===== config.mk =====
export PLATFORM = sky130hd
export DESIGN_NAME = pipe_hazard_ctrl
export DESIGN_NICKNAME = d
export VERILOG_FILES = /design/src/rtl/pipe_hazard_ctrl.sv
export SDC_FILE = /design/constraint.sdc
export NUM_CORES = 1
export LEC_CHECK = 0
export CAP_MARGIN = 20
export CORE_AREA = 3 3 68 70
export DETAILED_ROUTE_END_ITERATION = 7
export DIE_AREA = 0 0 71 73
export HOLD_SLACK_MARGIN = 0.06
export PLACE_DENSITY = 0.84
export SETUP_SLACK_MARGIN = 0.3
export SLEW_MARGIN = 5
export SYNTH_ARGS = -nofsm -noshare
export SYNTH_HDL_FRONTEND = slang
export SYNTH_SLANG_ARGS = --single-unit

===== constraint.sdc =====
create_clock -name clk -period 6.55 [get_ports clk]
set_clock_uncertainty 0.15 [all_clocks]
set_input_delay 1.965 -clock clk [delete_from_list [all_inputs] [get_ports clk]]
set_output_delay 1.965 -clock clk [all_outputs]
set_load 0.02 [all_outputs]

===== src/rtl/pipe_hazard_ctrl.sv =====
// Pipeline hazard controller: RAW/load-use stall detection, branch flushes,
// an SRAM wait-state FSM that freezes the whole pipe, and saturating counters.
module pipe_hazard_ctrl #(
  parameter int WAIT_CYCLES = 4,
  parameter int CNT_W       = 16
) (
  input  logic             clk,
  input  logic             rst,
  input  logic             fwd_en_i,
  input  logic             id_valid_i,
  input  logic [3:0]       id_src1_i,
  input  logic [3:0]       id_src2_i,
  input  logic             id_two_src_i,
  input  logic [3:0]       exe_dest_i,
  input  logic             exe_wb_en_i,
  input  logic             exe_mem_r_en_i,
  input  logic [3:0]       mem_dest_i,
  input  logic             mem_wb_en_i,
  input  logic             mem_r_en_i,
  input  logic             mem_w_en_i,
  input  logic             branch_taken_i,
  output logic             pc_freeze_o,
  output logic             if_id_freeze_o,
  output logic             if_id_flush_o,
  output logic             id_ex_flush_o,
  output logic             sram_freeze_o,
  output logic             mem_ready_o,
  output logic [CNT_W-1:0] stall_cnt_o,
  output logic [CNT_W-1:0] flush_cnt_o
);

  localparam int WCNT_W = (WAIT_CYCLES > 1) ? $clog2(WAIT_CYCLES) : 1;

  typedef enum logic [1:0] {
    S_IDLE = 2'd0,
    S_WAIT = 2'd1,
    S_DONE = 2'd2
  } sramState_e;

  sramState_e        state_q;
  logic [WCNT_W-1:0] wcnt_q;
  logic              memReady_q;
  logic [CNT_W-1:0]  stallCnt_q, stallCnt_d;
  logic [CNT_W-1:0]  flushCnt_q, flushCnt_d;

  logic memReq;
  logic lastWait;
  logic sramFreeze;
  logic exeMatch;
  logic memMatch;
  logic hazard;
  logic pcFreeze;

  assign memReq   = mem_r_en_i | mem_w_en_i;
  assign lastWait = (wcnt_q == WCNT_W'(WAIT_CYCLES - 1));

  // The freeze is visible in the request cycle itself, before the FSM leaves IDLE.
  assign sramFreeze = ((state_q == S_IDLE) & memReq) | (state_q == S_WAIT);

  assign exeMatch = (id_src1_i == exe_dest_i) | (id_two_src_i & (id_src2_i == exe_dest_i));
  assign memMatch = (id_src1_i == mem_dest_i) | (id_two_src_i & (id_src2_i == mem_dest_i));

  always_comb begin
    hazard = 1'b0;
    if (id_valid_i) begin
      if (fwd_en_i) begin
        hazard = exe_mem_r_en_i & exe_wb_en_i & exeMatch;
      end else begin
        hazard = (exe_wb_en_i & exeMatch) | (mem_wb_en_i & memMatch);
      end
    end
  end

  assign pcFreeze = hazard & ~branch_taken_i & ~sramFreeze;

  assign pc_freeze_o    = pcFreeze;
  assign if_id_freeze_o = pcFreeze;
  assign if_id_flush_o  = branch_taken_i & ~sramFreeze;
  assign id_ex_flush_o  = (branch_taken_i | hazard) & ~sramFreeze;
  assign sram_freeze_o  = sramFreeze;
  assign mem_ready_o    = memReady_q;

  // An access that has started always runs to DONE, even if the request drops.
  always_ff @(posedge clk) begin
    if (rst) begin
      state_q    <= S_IDLE;
      wcnt_q     <= '0;
      memReady_q <= 1'b0;
    end else begin
      memReady_q <= 1'b0;
      unique case (state_q)
        S_IDLE: begin
          if (memReq) begin
            state_q <= S_WAIT;
            wcnt_q  <= '0;
          end
        end
        S_WAIT: begin
          if (lastWait) begin
            state_q    <= S_DONE;
            memReady_q <= 1'b1;
          end else begin
            wcnt_q <= wcnt_q + WCNT_W'(1);
          end
        end
        S_DONE: begin
          state_q <= S_IDLE;
        end
        default: begin
          state_q <= S_IDLE;
        end
      endcase
    end
  end

  always_comb begin
    stallCnt_d = stallCnt_q;
    flushCnt_d = flushCnt_q;
    if (pcFreeze && (stallCnt_q != {CNT_W{1'b1}})) begin
      stallCnt_d = stallCnt_q + CNT_W'(1);
    end
    if (branch_taken_i && !sramFreeze && (flushCnt_q != {CNT_W{1'b1}})) begin
      flushCnt_d = flushCnt_q + CNT_W'(1);
    end
  end

  always_ff @(posedge clk) begin
    if (rst) begin
      stallCnt_q <= '0;
      flushCnt_q <= '0;
    end else begin
      stallCnt_q <= stallCnt_d;
      flushCnt_q <= flushCnt_d;
    end
  end

  assign stall_cnt_o = stallCnt_q;
  assign flush_cnt_o = flushCnt_q;

endmodule


=== Word-level counts from Yosys, hierarchy flattened ===
Index checks and enable logic that the tools add are counted.

* Register bits after elaboration: 37
* Logic and storage cells: 57
* Output and inout bits: 38
* Input port bits: 27

* Reductions and logical operators: 9
* Muxes and demuxes: 9
* Bitwise gates (word level): 20
* Equal/unequal tests: 11
* Add/sub/neg operators: 3

{| class="wikitable"
|+ Operator list
! operator !! count
|-
| 16-bit by 1-bit adder with 16-bit output, second input constant || 2
|-
| 16-bit inequality test, second input constant || 2
|-
| 4-bit == test || 4
|-
| 1-bit AND || 11
|-
| 2-bit 2-to-1 mux || 4
|-
| 2-bit case mux with 2 select lines || 2
|-
| 2-bit inequality test, second input constant || 3
|-
| 1-bit bitwise OR || 6
|-
| 1-bit logical AND || 3
|-
| 1-bit 2-to-1 mux || 3
|-
| 1-bit inverter || 3
|-
| 3-bit AND reduction || 1
|-
| 2-bit by 1-bit adder with 2-bit output, second input constant || 1
|-
| 2-bit by 1-bit == test with 1-bit output, second input constant || 1
|-
| 2-bit == test, second input constant || 1
|-
| 2-bit logical NOT || 1
|-
| 2-bit AND reduction || 1
|-
| 2-bit nonzero test || 1
|-
| 2-bit OR reduction || 1
|-
| 1-bit logical NOT || 1
|}

=== Longest topological paths before layout ===
* Word-level depth: 10
* Gate-level depth with buffers: 7
* Depth with buffers taken out: 7

=== Worst setup path after synthesis ===
Ideal clock, no wire load.

* Kind: input to output
* From: input mem_w_en_i
* To: output pc_freeze_o
* Arrival time: 3.175 ns
* Slack: 1.260 ns
* Required time: 4.435 ns
* Cell stages on the path: 7
* Buffers on the path: 2
* Path through: nor3_4 -> nor2_1 -> nor2b_4 -> o21ai_2 -> buf_2 -> inv_1 -> buf_4

* Cells in the longest elaborated chain, start to end: 5

{| class="wikitable"
|+ Ends and longest elaborated chain
! element !! RTL line !! RTL
|-
| from (decl) || 20 || <nowiki>input logic mem_w_en_i,</nowiki>
|-
| 1-bit bitwise OR || 54 || <nowiki>assign memReq = mem_r_en_i | mem_w_en_i;</nowiki>
|-
| 1-bit AND || 58 || <nowiki>assign sramFreeze = ((state_q == S_IDLE) & memReq) | (state_q == S_WAIT);</nowiki>
|-
| 1-bit bitwise OR || 58 ||
|-
| net sram_freeze_o || 26 || <nowiki>output logic sram_freeze_o,</nowiki>
|-
| 1-bit inverter || 74 || <nowiki>assign pcFreeze = hazard & ~branch_taken_i & ~sramFreeze;</nowiki>
|-
| 1-bit AND || 74 ||
|-
| to (decl) || 22 || <nowiki>output logic pc_freeze_o,</nowiki>
|}

The timed path passes the listed nets, and every way through them passes these cells.

=== Worst setup path in the final report ===
* From: input id_src1_i[1]
* To: output id_ex_flush_o

* Cells in the longest elaborated chain, start to end: 8
* Elaborated cells between the ends (all ways): 12
* Classes of those cells: eq/ne: 2; mux: 2; bitwise: 8

{| class="wikitable"
|+ Ends and longest elaborated chain
! element !! RTL line !! RTL
|-
| from (decl) || 11 || <nowiki>input logic [3:0] id_src1_i,</nowiki>
|-
| 4-bit == test (on tied branches) || 60, 61 ||
|-
| 1-bit bitwise OR (on tied branches) || 60, 61 ||
|-
| 1-bit AND || 69 || <nowiki>hazard = (exe_wb_en_i & exeMatch) | (mem_wb_en_i & memMatch);</nowiki>
|-
| 1-bit bitwise OR || 69 ||
|-
| 1-bit 2-to-1 mux * || 66 || <nowiki>if (fwd_en_i) begin</nowiki>
|-
| 1-bit 2-to-1 mux * || 65 || <nowiki>if (id_valid_i) begin</nowiki>
|-
| 1-bit bitwise OR * || 79 || <nowiki>assign id_ex_flush_o = (branch_taken_i | hazard) & ~sramFreeze;</nowiki>
|-
| 1-bit AND * || 79 ||
|-
| to (decl) || 25 || <nowiki>output logic id_ex_flush_o,</nowiki>
|}

Mark *: on every way between the ends. The rest lies on a longest branch, timed or not.

==> impl_metrics.json <==
{
  "status": "complete, no violations",
  "finalCriticalPeriod_ns": 6.13,
  "slowest_delay_ns": 0.62,
  "power-per-cell-area_nw_per_um2": 156,
  "avgViaCountPerCell": 5.60,
  "synth_nets": 269,
  "whs_ns": 0.368,
  "worstMarginPinSlew_ns": 0.710,
  "start_util": 0.503,
  "synth_seq_area_share": 0.365,
  "netlist_area_um2": 2030,
  "pre_cts_ws_ns": 0.422,
  "setup_viol": 0,
  "cts_buffers": 5,
  "htreeDepth": 2,
  "ctsHoldBuffers": 0,
  "worst_ep_required_time_ns": 4.43,
  "clk_pin_slew_ns": 0.07,
  "crit_end": "id_ex_flush_o",
  "wire_per_inst_um": 13.3,
  "yosysTopAreaCell": "dfxtp_1",
  "grt-ovfl-total": 0,
  "worst_slack_ns": 0.423,
  "antenna_found_initial": 0,
  "critPathBufInv": 2,
  "drive_gt1_frac": 0.0721,
  "cts_tree": "yes",
  "fmax_ghz": 0.163,
  "cts_root_buf": "clkbuf_8",
  "worstSetupEndpointType": "primary output",
  "fin_total_pwr_uw": 438,
  "ff2ff_path_depth": 7,
  "finalCritPeriodShare": 0.935,
  "place.gp.congestion": 0.847,
  "globalRouteTotalUtil": 0.189,
  "synthTopCellsByArea": "dfxtp_1 (37%), xnor2_1 (9.1%), nor2_1 (5.2%)",
  "nets": 335,
  "cts_setup_buffers": 0,
  "grt_pass1_vias": 1795,
  "reg2reg_to": "stall_cnt_o[7]",
  "drt-initial-drc-count": 100,
  "routed_wl_um": 4740,
  "clock_sink_count": 37,
  "syn2layout_area_growth_pct": 38.5,
  "synth_edf_count": 0,
  "fin_tns_setup_ns": 0,
  "grt_pass1_wl_um": 7880,
  "syn_avg_cell_area_um2": 8.48,
  "clock_path_buffers": 2,
  "worst-setup-path-type": "primary input to primary output",
  "reg2reg_slack_ns": 4.41,
  "drtPass1Iterations": 4,
  "yosys_most_used_dff": "dfxtp_1",
  "drv_slew": 0,
  "synthCells": 239,
  "yosysUniqueCellTypes": 44,
  "arrival_ns": 4.01,
  "drcViolationCount": 0,
  "cts.repair.resized": 0,
  "critPathMaxFanout": 3,
  "async_reset_ff_frac": 0,
  "yosys_warnings": 0,
  "irDropWorstVdd_mv": 0.133,
  "rows": 23,
  "power.leakage_uw": 0.000929,
  "die_h_um": 73,
  "post_dp_cell_area_um2": 2720,
  "yosysMostFrequentCell": "dfxtp_1",
  "dieArea_um2": 5180,
  "start_kind": "primary input",
  "dp_hpwl_um": 3610,
  "core_um2": 4030,
  "cap_violations": 0,
  "maxSlewHeadroom": 0.525,
  "hold_path_class": "flip-flop to flip-flop",
  "num_vias": 1988,
  "dieWidth_um": 71,
  "diodes": 0,
  "finalHoldViolCount": 0,
  "crit_path_frequent_cell": "clkdlybuf4s50_1",
  "worst-path-stages": 8,
  "ios": 65,
  "stdcell_area_um2": 2810,
  "ys_ff_latch": 37,
  "rsz0062_at_grt": "no",
  "synth_common_cells": "dfxtp_1 (37), nor2_1 (28), xnor2_1 (21), nand2_1 (16), nand4_1 (15)",
  "insertion_delay_ns": 0.28,
  "yosys.area.top_type_share": 0.365,
  "path_cells": "clkdlybuf4s50_1 > xnor2_1 > nand4_1 > o22ai_1 > or2_2 > nand2_1 > a21oi_1 > clkdlybuf4s50_1",
  "critical-path-slowest-cell": "clkdlybuf4s50_1",
  "port_buffers": 64,
  "hp-start": "stall_cnt_o[11]",
  "cp-startpoint": "id_src1_i[1]",
  "grt_max_degree": 41,
  "critPathTopFamily": "buffers and inverters",
  "antenna_left": 0,
  "rr_startpoint": "stall_cnt_o[0]"
}
-- layout by cell type (no fill, tap or decap), types with 2 or more instances in the layout --
master,instances
or4_1,4
xnor2_1,21
nand2_1,16
nor3_1,4
clkdlybuf4s50_1,64
nor4_1,3
nand4_1,15
xor2_1,10
or3_1,9
clkbuf_8,6
mux2_2,2
o21ai_2,3
nor4bb_1,2
nor2b_1,4
a21oi_1,13
nand3_1,14
o31ai_1,2
and3_1,2
o21ai_0,11
ha_1,3
o22ai_1,2
buf_4,3
dfxtp_1,37
nor2_1,28
inv_1,8
-- stage by stage --
step                      cells  utilization
after floorplan             239            -
after global placement      348        0.674
after detailed placement    348        0.674
after CTS                   355        0.697
after global routing        355        0.697
final                       355        0.697
-- worst min-delay path, stage by stage, from the launching register on --
cell and delay (ns):
dfxtp_1 0.34, o21ai_0 0.08, a21oi_1 0.06
-- worst min-delay path by stage --
stage	cells past startpoint	endpoint	slack, ns
2_1_floorplan	2	wcnt_q[1]	0.33
3_3_place_gp	2	stall_cnt_o[15]	0.34
3_5_place_dp	2	stall_cnt_o[15]	0.34
4_1_cts	2	stall_cnt_o[11]	0.36
5_1_grt	2	stall_cnt_o[11]	0.37
6_report	2	stall_cnt_o[11]	0.37
-- layer usage --
layer	vias to the layer above	global-route usage	routed length (um)
met5	-	0	0
met4	0	0.0668	39
met3	2	0.0468	264
met2	68	0.323	2390
met1	926	0.230	2040
li1	992	-	-
-- cell families after synthesis --
family                     share of synthesized area
buffers and inverters                         0.0327
DFF                                            0.365
AOI/OAI and AO/OA                              0.115
and+or+nand+nor                                0.313
muxes                                         0.0216
xor gates and xnor gates                       0.134
adders and majority gates                     0.0185
-- cell type report --
class                   count  area (um^2)
repair buffers             67          663
clock inverters             1         7.51
clock buffers               6         82.6
well taps                  50         62.6
fillers                   334         1220
multi-input cells         186         1220
flip-flops and latches     37          741
inverters                   8         30.0
-- power by group --
part	switching [uW]	total [uW]	internal [uW]
Sequential	1.64	228	226
Combinational	21.4	48.7	27.2
Clock	78.3	161	83.2
-- sequential cells by signal, indices dropped and copies added (netlist names) --
signal,flops
wcnt_q,2
state_q,2
mem_ready_o,1
flush_cnt_o,16
stall_cnt_o,16
(Power assumes the default switching activity.)
